$ cat src/rtl/aes_pkg.sv
// Shared address map, status bit positions and sequencer state encoding for
// the AES decryption register block.
package aes_pkg;

  localparam int ADDR_KEY0     = 0;
  localparam int ADDR_MSG_ENC0 = 4;
  localparam int ADDR_MSG_DEC0 = 8;
  localparam int ADDR_CTRL     = 14;
  localparam int ADDR_STATUS   = 15;

  localparam int STAT_DONE      = 0;
  localparam int STAT_TIMEOUT   = 1;
  localparam int STAT_STATE_LSB = 2;

  typedef enum logic [1:0] {
    IDLE = 2'd0,
    RUN  = 2'd1,
    DONE = 2'd2
  } aes_if_state_t;

endpackage

$ cat src/rtl/aes_byte_en_reg.sv
// 32-bit register with per-byte write enables; protect blocks writes so a word
// can be frozen while the core is consuming it.
module aes_byte_en_reg (
  input  logic        clk,
  input  logic        reset,
  input  logic        wr_en,
  input  logic        protect,
  input  logic [3:0]  byte_en,
  input  logic [31:0] wdata,
  output logic [31:0] q
);

  always_ff @(posedge clk) begin
    if (reset) begin
      q <= '0;
    end else if (wr_en && !protect) begin
      for (int b = 0; b < 4; b++) begin
        if (byte_en[b]) q[8*b +: 8] <= wdata[8*b +: 8];
      end
    end
  end

endmodule

$ cat src/rtl/aes_avalon_regs.sv
// Avalon-MM register file in front of the AES decryption core: holds key and
// ciphertext, runs the start/done handshake and captures the plaintext.
module aes_avalon_regs
  import aes_pkg::*;
#(
  parameter int TIMEOUT_CYCLES = 4096
) (
  input  logic         CLK,
  input  logic         RESET,
  input  logic         AVL_CS,
  input  logic         AVL_READ,
  input  logic         AVL_WRITE,
  input  logic [3:0]   AVL_ADDR,
  input  logic [3:0]   AVL_BYTE_EN,
  input  logic [31:0]  AVL_WRITEDATA,
  output logic [31:0]  AVL_READDATA,
  output logic [127:0] AES_KEY,
  output logic [127:0] AES_MSG_ENC,
  output logic         AES_START,
  input  logic         AES_DONE,
  input  logic [127:0] AES_MSG_DEC,
  output logic [31:0]  EXPORT_DATA
);

  localparam bit          TO_EN    = (TIMEOUT_CYCLES != 0);
  localparam logic [31:0] CNT_LAST = 32'(TIMEOUT_CYCLES - 1);

  aes_if_state_t state, state_next;
  logic [31:0]   regs [16];
  logic [31:0]   status;
  logic [31:0]   run_cnt;
  logic          ctrl_start, done_flag, timeout_flag;
  logic          bus_wr, ctrl_wr, go, stop, cnt_hit, capture, timed_out;

  assign bus_wr  = AVL_CS & AVL_WRITE;
  assign ctrl_wr = bus_wr && (AVL_ADDR == 4'(ADDR_CTRL)) && AVL_BYTE_EN[0];
  assign go      = ctrl_wr & AVL_WRITEDATA[0];
  assign stop    = ctrl_wr & ~AVL_WRITEDATA[0];
  assign cnt_hit = TO_EN && (run_cnt == CNT_LAST);

  // Words 8-11 are loaded only by the core; 0-7 freeze once a run has started.
  for (genvar i = 0; i < ADDR_CTRL; i++) begin : g_word
    if (i >= ADDR_MSG_DEC0 && i < ADDR_MSG_DEC0 + 4) begin : g_pt
      aes_byte_en_reg u_reg (
        .clk     (CLK),
        .reset   (RESET),
        .wr_en   (capture),
        .protect (1'b0),
        .byte_en (4'hF),
        .wdata   (AES_MSG_DEC[127 - 32*(i - ADDR_MSG_DEC0) -: 32]),
        .q       (regs[i])
      );
    end else begin : g_rw
      aes_byte_en_reg u_reg (
        .clk     (CLK),
        .reset   (RESET),
        .wr_en   (bus_wr && (AVL_ADDR == 4'(i))),
        .protect ((i < ADDR_MSG_DEC0) && (state != IDLE)),
        .byte_en (AVL_BYTE_EN),
        .wdata   (AVL_WRITEDATA),
        .q       (regs[i])
      );
    end
  end

  always_comb begin
    status                         = '0;
    status[STAT_DONE]              = done_flag;
    status[STAT_TIMEOUT]           = timeout_flag;
    status[STAT_STATE_LSB +: 2]    = state;
  end

  assign regs[ADDR_CTRL]   = {31'd0, ctrl_start};
  assign regs[ADDR_STATUS] = status;

  always_ff @(posedge CLK) begin
    if (RESET) state <= IDLE;
    else       state <= state_next;
  end

  always_comb begin
    state_next = state;
    case (state)
      IDLE:    if (go) state_next = RUN;
      RUN: begin
        if (stop)          state_next = IDLE;
        else if (AES_DONE) state_next = DONE;
        else if (cnt_hit)  state_next = DONE;
      end
      DONE:    if (stop) state_next = IDLE;
      default: state_next = IDLE;
    endcase
  end

  always_comb begin
    AES_START = (state != IDLE);
    capture   = (state == RUN) && !stop && AES_DONE;
    timed_out = (state == RUN) && !stop && !AES_DONE && cnt_hit;
  end

  always_ff @(posedge CLK) begin
    if (RESET) begin
      run_cnt      <= '0;
      ctrl_start   <= 1'b0;
      done_flag    <= 1'b0;
      timeout_flag <= 1'b0;
      AVL_READDATA <= '0;
    end else begin
      run_cnt <= (state == RUN) ? run_cnt + 32'd1 : '0;
      if (ctrl_wr) ctrl_start <= AVL_WRITEDATA[0];
      if (state == IDLE && go) begin
        done_flag    <= 1'b0;
        timeout_flag <= 1'b0;
      end else if (state == RUN && stop) begin
        done_flag <= 1'b0;
      end else if (capture) begin
        done_flag <= 1'b1;
      end else if (timed_out) begin
        timeout_flag <= 1'b1;
      end
      // Registers update on this same edge, so a colliding write is not seen.
      if (AVL_CS && AVL_READ) AVL_READDATA <= regs[AVL_ADDR];
    end
  end

  assign AES_KEY     = {regs[ADDR_KEY0], regs[ADDR_KEY0+1], regs[ADDR_KEY0+2], regs[ADDR_KEY0+3]};
  assign AES_MSG_ENC = {regs[ADDR_MSG_ENC0], regs[ADDR_MSG_ENC0+1],
                        regs[ADDR_MSG_ENC0+2], regs[ADDR_MSG_ENC0+3]};
  assign EXPORT_DATA = {regs[ADDR_KEY0][31:16], regs[ADDR_KEY0+3][15:0]};

endmodule
$ cat config.mk
export PLATFORM = sky130hd
export DESIGN_NAME = aes_avalon_regs
export DESIGN_NICKNAME = d
export VERILOG_FILES = /design/src/rtl/aes_pkg.sv /design/src/rtl/aes_byte_en_reg.sv /design/src/rtl/aes_avalon_regs.sv
export SDC_FILE = /design/constraint.sdc
export NUM_CORES = 1
export LEC_CHECK = 0
export ABC_AREA = 0
export CORE_ASPECT_RATIO = 0.7
export CORE_UTILIZATION = 36
export DETAILED_ROUTE_END_ITERATION = 10
export DONT_BUFFER_PORTS = 1
export SLEW_MARGIN = 15
export SYNTH_ARGS = -nofsm -noshare
export SYNTH_HDL_FRONTEND = slang
export SYNTH_SLANG_ARGS = --single-unit
$ cat constraint.sdc
create_clock -name CLK -period 2.7 [get_ports CLK]
set_clock_uncertainty 0.15 [all_clocks]
set_input_delay 0.405 -clock CLK [delete_from_list [all_inputs] [get_ports CLK]]
set_output_delay 0.405 -clock CLK [all_outputs]
set_load 0.005 [all_outputs]
-- After elaboration in Yosys (flattened, before gate mapping)
Cells that the tools add are included.
- flip-flop bits (word level): 517
- logic and storage cells: 163
- bits of input ports: 174
- output and inout port bits: 321
- add/subtract/negate cells: 1
- reductions and logical operators: 78
- order comparisons: 1
- bitwise logic cells: 8
- eq/ne operators: 16
- muxes and demuxes: 9
- operators with widths (cell ; number):
    $bmux W32 S4 ; 1
    $reduce_and A2 Y1 ; 40
    $mux W32 ; 2
    $add A32 B1 Y32 const B ; 1
    $eq A32 B12 Y1 const B ; 1
    $logic_and A1 B1 Y1 ; 27
    $eq A4 B3 Y1 const B ; 4
    $eq A4 B4 Y1 const B ; 3
    $mux W2 ; 5
    $eq A4 B2 Y1 const B ; 2
    $pmux W2 S3 ; 1
    $reduce_and A3 Y1 ; 2
    $ge A5 B5 Y1 const B ; 1
    $not A4 Y5 ; 1
    $eq A4 B1 Y1 const B ; 1
    $logic_not A4 Y1 ; 1
    $ne A2 B2 Y1 const B ; 2
    $ne A4 B4 Y1 const B ; 1
    $not A1 Y1 ; 4
    $reduce_or A2 Y1 ; 2
    $and A1 B1 Y1 ; 3
    $logic_not A1 Y1 ; 3
    $reduce_or A3 Y1 ; 1
    $eq A2 B1 Y1 const B ; 1
    3 further kinds ; 3

-- Depth between registers and ports, before layout
Gate-level depths: netlist (run 1).
- depth after elaboration: 9
- mapped depth: 8
- mapped depth without buffers: 5

-- Hierarchy
A second synthesis (run 1) with hierarchy kept.
- cells, all modules: 2669
- area, all modules: 27553.9 um2
- modules (own cells, without submodules) (module ; seq. area each (um2) ; cells each ; instances ; area an instance (um2)):
    aes_byte_en_reg ; 640.6 ; 143 ; 14 ; 1478.9
    aes_avalon_regs ; 1381.3 ; 667 ; 1 ; 6849.1

-- Worst setup path after synthesis (run 1)
No wires, ideal clock.
- path kind: input to register
- start point: input port AVL_ADDR[0]
- end point: register AVL_READDATA[10]
- stages on the path: 7
- arrival time: 1.768 ns
- buffers on the path: 3
- setup slack: 0.650 ns
- library setup time: 0.132 ns
- data required time: 2.418 ns
- cell sequence: buf_2 > buf_2 > buf_2 > mux4_2 > a221oi_1 > o21a_1 > nor3_1
- longest elaborated chain between the ends: 4
- ends and longest elaborated chain (item ; line ; source):
    from (decl) ; aes_avalon_regs.sv:13 ; input logic [3:0] AVL_ADDR,
    $not A4 Y5 (implied by the code) ; aes_avalon_regs.sv:122 ; if (AVL_CS && AVL_READ) AVL_READDATA <= regs[AVL_ADDR];
    $bmux W32 S4 ; aes_avalon_regs.sv:122 ;
    $mux W32 (implied by the code) (2 in series) ; aes_avalon_regs.sv:122 ;
    to (signal assigned) ; aes_avalon_regs.sv:122 ;
    to (decl) ; aes_avalon_regs.sv:16 ; output logic [31:0] AVL_READDATA,
No other way between the ends. The select of a mux whose other input is x is not followed.
A chain may end at the register's enable or synchronous reset.

-- Worst setup path after layout (run 1)
- start point: register state[0]
- end point: register g_word[5].g_rw.u_reg.q[3]
- longest elaborated chain between the ends: 4
- ends and longest elaborated chain (item ; line ; source):
    from (decl) ; aes_avalon_regs.sv:28 ; aes_if_state_t state, state_next;
    from (signal assigned) ; aes_avalon_regs.sv:78 ; else state <= state_next;
    $reduce_bool A2 Y1 ; aes_avalon_regs.sv:58 ; .protect ((i < ADDR_MSG_DEC0) && (state != IDLE)),
    $logic_not A1 Y1 ; aes_byte_en_reg.sv:16 ; end else if (wr_en && !protect) begin
    $logic_and A1 B1 Y1 ; aes_byte_en_reg.sv:16 ;
    $reduce_and A2 Y1 (no source line) ; - ;
    to (signal, indexed assignment) ; aes_byte_en_reg.sv:18 ; if (byte_en[b]) q[8*b +: 8] <= wdata[8*b +: 8];
    to (decl) ; aes_byte_en_reg.sv:10 ; output logic [31:0] q
No other way between the ends.

==> results of run 1 <==
==> worst max-delay path by stage <==
stage	from	cells after the start	end
floorplan	AVL_ADDR[0]	7	AVL_READDATA[10]
global placement	AVL_ADDR[1]	5	g_word[9].g_pt.u_reg.q[6]
detailed placement	run_cnt[2]	4	run_cnt[19]
CTS	state[0]	6	g_word[3].g_rw.u_reg.q[24]
global route	state[0]	6	g_word[5].g_rw.u_reg.q[4]
finish	state[0]	6	g_word[5].g_rw.u_reg.q[3]
==> worst reg2reg max path: cells and delay by family (launching register included) <==
kind,cells,cell delay [ns]
muxes,1,0.31
buffers and inverters,2,0.82
and+or+nand+nor,3,0.83
DFF,1,0.44
==> layout make-up <==
class,count,share of cell area [%]
diodes,2,0.0164
multi-input cells,1557,37.7
flip-flops and latches,517,34.0
inverters,9,0.111
clock inverters,24,1.21
repair buffers,550,18.3
clock buffers,74,4.99
well taps,902,3.71
==> metal layers <==
metal | share of wire, % | GRT usage [%] | up-vias
met5 | 0.044 | 0 | -
met4 | 3.4 | 8.51 | 6
met3 | 8.4 | 6.75 | 154
met2 | 47 | 37.5 | 755
met1 | 41 | 28.7 | 9715
li1 | - | - | 8822
==> registers in the layout (all words and copies together), names as in the netlist <==
| name | cells |
|---|---|
| AVL_READDATA | 32 |
| ctrl_start | 1 |
| done_flag | 1 |
| g_word.g_pt.u_reg.q | 128 |
| g_word.g_rw.u_reg.q | 320 |
| run_cnt | 32 |
| state | 2 |
| timeout_flag | 1 |
==> layout by cell type (no fill, tap or decap), types with 8 or more instances in the layout <==
cell type	n
o21ai_0	18
nor3_1	35
nand3_1	13
or3_1	9
mux2i_1	370
bufinv_16	9
clkbuf_1	12
nor2_1	371
nand2_1	272
mux4_2	89
dfxtp_1	515
clkinv_2	8
a221oi_1	28
a21oi_1	145
and3_1	8
buf_12	8
or4_1	10
inv_1	8
o21a_1	29
buf_4	16
nand4_1	9
mux2_2	28
nand3_2	19
clkbuf_16	55
dlygate4sd3_1	525
nand3_4	21
==> power by group <==
part	switching, mW	internal, mW
combinational	0.359	0.371
clock	3.28	4.79
sequential	0.0671	7.67
==> kinds of logic (layout without fill, tap and decap cells) <==
kind of cell    Yosys count  in the layout  synth area share, %
xor+xnor                 13             13                0.457
mux                     487            487                 24.2
fa+ha+maj                 1              1               0.0502
buf+inv                 486            657                 12.6
flops                   517            517                 41.6
compound gates          250            251                 6.10
simple gates            805            805                 15.1
other cells               0              2                    0
==> timing repair <==
action                                  CTS  global route
hold endpoints to repair                488             0
endpoints found under the setup margin    0            68
hold buffers                            527             0
resized for setup                         0             3
==> summary.md, run 1 <==
| Metric | Value |
|---|---|
| Slew margin rel. | 43.7% |
| Critical Path Start Type | register |
| Total Wirelength | 83900 um |
| Count leader, synth | dfxtp_1 |
| Period Utilization, post-route | 97.8% |
| Worst-margin pin slew | 0.845 ns |
| Max-cap viol count | 0 |
| Design Area, Final | 30400 um2 |
| I/O Pins | 495 |
| Placer congestion estimate | 0.818 |
| Syn_nets | 2734 |
| Final hold viol count | 0 |
| Gr usage total | 23.1% |
| Net total in the final layout | 2863 |
| Chip Height | 222 um |
| CORE AREA | 68300 um2 |
| Status | completed |
| DP Wirelength | 52100 um |
| Leakage | 14.0 nW |
| Pwr Density | 543 nW/um2 |
| CP bufs+invs | 2 |
| Worst Path Arrival | 3.01 ns |
| Filler cell count | 6297 |
| CTS sink cnt | 517 |
| Storage element area | 10400 um2 |
| First-pass GRT wire length | 123000 um |
| Sequential-to-total area share from yosys stat | 41.6% |
| Detailed Route Iter0 Violations | 1376 |
| Cts bufs inserted | 53 |
| Initial antenna violation count | 5 |
| CTS tree | done |
| Worst-path clk slew | 0.07 ns |
| Post-synth top flop | dfxtp_1 |
| DRC | 0 |
| Largest net degree at the start of global routing | 367 |
| Vias in the first global route | 19600 |
| Cells on worst reg2reg path | 6 |
| Tot Pwr | 16.5 mW |
| Async SR Flop Fraction | 0% |
| Post-synth cell types | 57 |
| Worst hold margin | 0.0244 ns |
| Hold path start | AVL_BYTE_EN[3] |
| Kind of critical path | register to register |
| Vias | 19500 |
| Area Overhead vs Synth | 22.3% |
| Fin util | 44.6% |
| Endpoint type of the worst setup path | register |
| WHS Endpoint | g_word[6].g_rw.u_reg.q[31] |
| Site Rows | 80 |
| Setup Fix Bufs, Post-CTS | 0 |
| Synthesized instance count | 2559 |
| Hold depth | 3 |
| Flops & latches, synth | 517 |
| Worst EP required | 3.07 ns |
| R2r setup slk | 0.06 ns |
| Syn avg cell area | 9.73 um2 |
| Fin crit period | 2.64 ns |
| Cell Area, Synth | 24900 um2 |
| Post-synth EDFFs | 0 |
| Synth area leader | dfxtp_1 |
| Synth warn | 0 |
| H-tree levels | 2 |
| Final setup TNS | 0 ns |
| RSZ-0062 raised after global routing | true |
| Hold WC Path Type | input pin to register |
| Worst R2R Start | state[0] |
| Final setup vio count | 0 |
| Critical path's top delay family | simple AND/OR/NAND/NOR gates |
| Drt wl/cell | 23.1 um |
| Post-synth top area share | 41.6% |
| Placed Cells | 3007 |
| Die ar. | 70200 um2 |
| CP cell instances | nor4b_2, buf_12, nand3_2, mux2i_1, nor2_1, dlygate4sd3_1 |
| Layout Cells excl Fill | 3635 |
| Final worst slack | 0.0606 ns |
| Synth top area cells | dfxtp_1, mux2i_1, buf_4 |
| Max-slew violation count | 0 |
| Dpl ws | 0.511 ns |
| Die width | 316 um |
| DR vias/cell | 5.35 |
| CTS Root Cell | clkbuf_16 |
| VDD IR max | 0.408 mV |
| TritonRoute pass-1 iters | 7 |
| Clock buffer depth | 3 |
| Crit Reg-Reg Endpoint | g_word[5].g_rw.u_reg.q[3] |
| DP Area | 23200 um2 |
| Clk_lat worst skew | 0.62 ns |
| Port bufs | 0 |
| Crit-path max FO | 16 |
| Multi-input logic area | 11500 um2 |
| Slowest-stage cell, CP | dlygate4sd3_1 |
| Global route total overflow | 0 |
| Highest Clock Rate | 379 MHz |
| Share of post-route cells with drive strength above 1 | 10.3% |
| Slowest stage delay, CP | 0.55 ns |
| Initial cell density of the core | 36.5% |
| Top cells by count, synth | dfxtp_1, nor2_1, mux2i_1 |
| Post-DRT Antenna Nets | 0 |
(Power assumes the default switching activity.)
==> inputs of run 2 (changes only) <==
- CORE_UTILIZATION: 36 -> 50
==> summary.md, run 2 (same netlist as run 1, synthesis figures left out) <==
| Metric | Value |
|---|---|
| Worst hold margin | 0.00683 ns (-0.0175 ns) |
| Die width | 269 um (-15%) |
| Multi-input logic area | 11500 um2 (+0.15%) |
| Initial cell density of the core | 50.5% (+14 points) |
| Clock buffer depth | 3 (unchanged) |
| Status | completed |
| Area Overhead vs Synth | 15.7% |
| Critical Path Start Type | register |
| Post-DRT Antenna Nets | 0 (unchanged) |
| Final setup TNS | 0 ns (unchanged) |
| Setup Fix Bufs, Post-CTS | 0 (unchanged) |
| Placer congestion estimate | 0.827 (+1.1%) |
| DRC | 0 (unchanged) |
| Largest reg by FF count | g_word.g_rw.u_reg.q |
| Clk_lat worst skew | 0.61 ns (about the same) |
| TritonRoute pass-1 iters | 6 (-1) |
| First-pass GRT wire length | 114000 um (-7.3%) |
| Max-cap viol count | 0 (unchanged) |
| Crit-path max FO | 16 (unchanged) |
| Period Utilization, post-route | 97.8% (about the same) |
| Final hold viol count | 0 (unchanged) |
| DR vias/cell | 5.68 (+6.2%) |
| Drt wl/cell | 23.4 um (+1.6%) |
| Logic pwr share | 3.7% (-0.7 points) |
| Tot Pwr | 15.4 mW (-6.7%) |
| Highest Clock Rate | 379 MHz (about the same) |
| Gr usage total | 29.6% (+6.5 points) |
| Fin util | 58.5% (+14 points) |
| I/O Pins | 495 (unchanged) |
| Final setup vio count | 0 (unchanged) |
| CTS sink cnt | 517 (unchanged) |
| Slew margin rel. | 40.4% (-3.3 points) |
| Top Registers | g_word.g_rw.u_reg.q: 320 flops, g_word.g_pt.u_reg.q: 128 flops |
| Pwr Density | 536 nW/um2 (-1.3%) |
| Worst Path Arrival | 2.98 ns (-0.03 ns) |
| Kind of critical path | register to register |
| Cts bufs inserted | 50 (-5.7%) |
| Max-slew violation count | 0 (unchanged) |
| Detailed Route Iter0 Violations | 1644 (+19%) |
| Largest net degree at the start of global routing | 364 (-0.82%) |
| H-tree levels | 2 (unchanged) |
| Leakage | 13.4 nW (-4.3%) |
| Most common cell after layout, fill and taps aside | dfxtp_1 |
| Largest register FFs | 320 (unchanged) |
| Endpoint type of the worst setup path | register |
| Design Area, Final | 28800 um2 (-5.4%) |
| Worst-margin pin slew | 0.894 ns (+0.0489 ns) |
| Initial antenna violation count | 3 (-2) |
| VDD IR max | 0.468 mV (+15%) |
| Vias | 18600 (-4.2%) |
| Most frequent cells in the layout | dfxtp_1, dlygate4sd3_1, nor2_1 |
| Total Wirelength | 76900 um (-8.4%) |
| Fin crit period | 2.64 ns (+0.000441 ns) |
| Filler cell count | 4146 (-34%) |
| Clk network pwr share | 46.2% (-2.6 points) |
| Slowest stage delay, CP | 0.57 ns (+0.02 ns) |
| RSZ-0062 raised after global routing | false |
| Switching share of power | 22.8% (+0.37 points) |
| Hold WC Path Type | input pin to register |
| Share of post-route cells with drive strength above 1 | 10.6% (+0.32 points) |
| Sw Pwr | 3.52 mW (-5.1%) |
| Net total in the final layout | 2748 (-4.0%) |
| Design internal power | 11.9 mW (-7.1%) |
| Die ar. | 50700 um2 (-28%) |
| CTS Root Cell | clkbuf_16 |
| CORE AREA | 49300 um2 (-28%) |
| DP Area | 22900 um2 (-1.3%) |
| Worst EP required | 3.04 ns (-0.03 ns) |
| Vias in the first global route | 18700 (-4.5%) |
| DP Wirelength | 47200 um (-9.5%) |
| Seq pwr share | 50.1% (+3.3 points) |
| CP cell instances | nor4_4, buf_12, nand3_2, mux2i_1, nor2_1, dlygate4sd3_1 |
| Worst-path clk slew | 0.07 ns (about the same) |
| Port bufs | 0 (unchanged) |
| Site Rows | 68 (-15%) |
| Storage element area | 10400 um2 (unchanged) |
| Slowest-stage cell, CP | dlygate4sd3_1 |
| Chip Height | 189 um (-15%) |
| Global route total overflow | 0 (unchanged) |
| CTS tree | done |
[run 2: changes by cell type in the layout (fill, tap and decap cells not counted), sizes merged]
| cell | before | now |
|---|---|---|
| dlygate4sd3 | 525 | 413 |
| buf | 25 | 26 |
| o2111a | 3 | 2 |
| bufinv | 9 | 1 |
| diode | 2 | 1 |
| clkbuf | 74 | 76 |
| clkinv | 10 | 9 |
[run 2: power by group through the flow]
stage | combinational, mW | clock (mW) | sequential (mW)
after floorplan | 0.585 | 0 | 7.87
after global placement | 0.368 | 0 | 7.90
after detailed placement | 0.371 | 0 | 7.90
after CTS | 0.566 | 7.21 | 7.73
after global routing | 0.606 | 7.56 | 7.73
final | 0.573 | 7.14 | 7.73
[run 2: worst paths after layout]
kind | slack [ns] | end | cells past startpoint | startpoint
min | 0.007 | g_word[1].g_rw.u_reg.q[9] | 3 | AVL_BYTE_EN[1]
min reg2reg | 0.32 | run_cnt[0] | 1 | run_cnt[0]
max reg2reg | 0.06 | g_word[3].g_rw.u_reg.q[16] | 6 | state[0]
max | 0.06 | g_word[3].g_rw.u_reg.q[16] | 6 | state[0]
[run 2: timing repair]
item / in CTS / in global routing
setup endpoints to repair: 0 / 114
gates resized for setup: 0 / 7
hold endpoints to repair: 487 / 0
hold buffers: 415 / 0
[run 2: area by class of cell]
class	count	area share [%]
multi-input combinational	1556	39.9
sequential	517	35.9
timing repair buffer	439	15.4
clock buffer	76	5.27
tap	665	2.89
clock inverter	15	0.452
inverter	9	0.117
antenna	1	0.00869
[run 2: per-layer routing]
layer / up-vias / share of wire (%) / wire [um] / track usage (%)
met5: - / 0.029 / 22 / 0
met4: 4 / 3.4 / 2580 / 10.4
met3: 129 / 8.9 / 6830 / 8.38
met2: 687 / 47 / 35800 / 47.6
met1: 9246 / 41 / 31700 / 37.7
li1: 8566 / - / - / -
[run 2: worst max-delay path, delay by kind of cell (launching register included)]
family | cells | cell delay (ns)
buffers and inverters | 2 | 0.83
multiplexers | 1 | 0.29
flip-flops | 1 | 0.42
AND/OR/NAND/NOR | 3 | 0.81
[run 2: metrics by stage]
step / worst slack (ns) / std cells
floorplan: 0.650 / 2559
global placement: 0.521 / 2771
detailed placement: 0.448 / 2771
CTS: 0.0122 / 3277
global route: 0.0112 / 3278
finish: 0.0602 / 3278
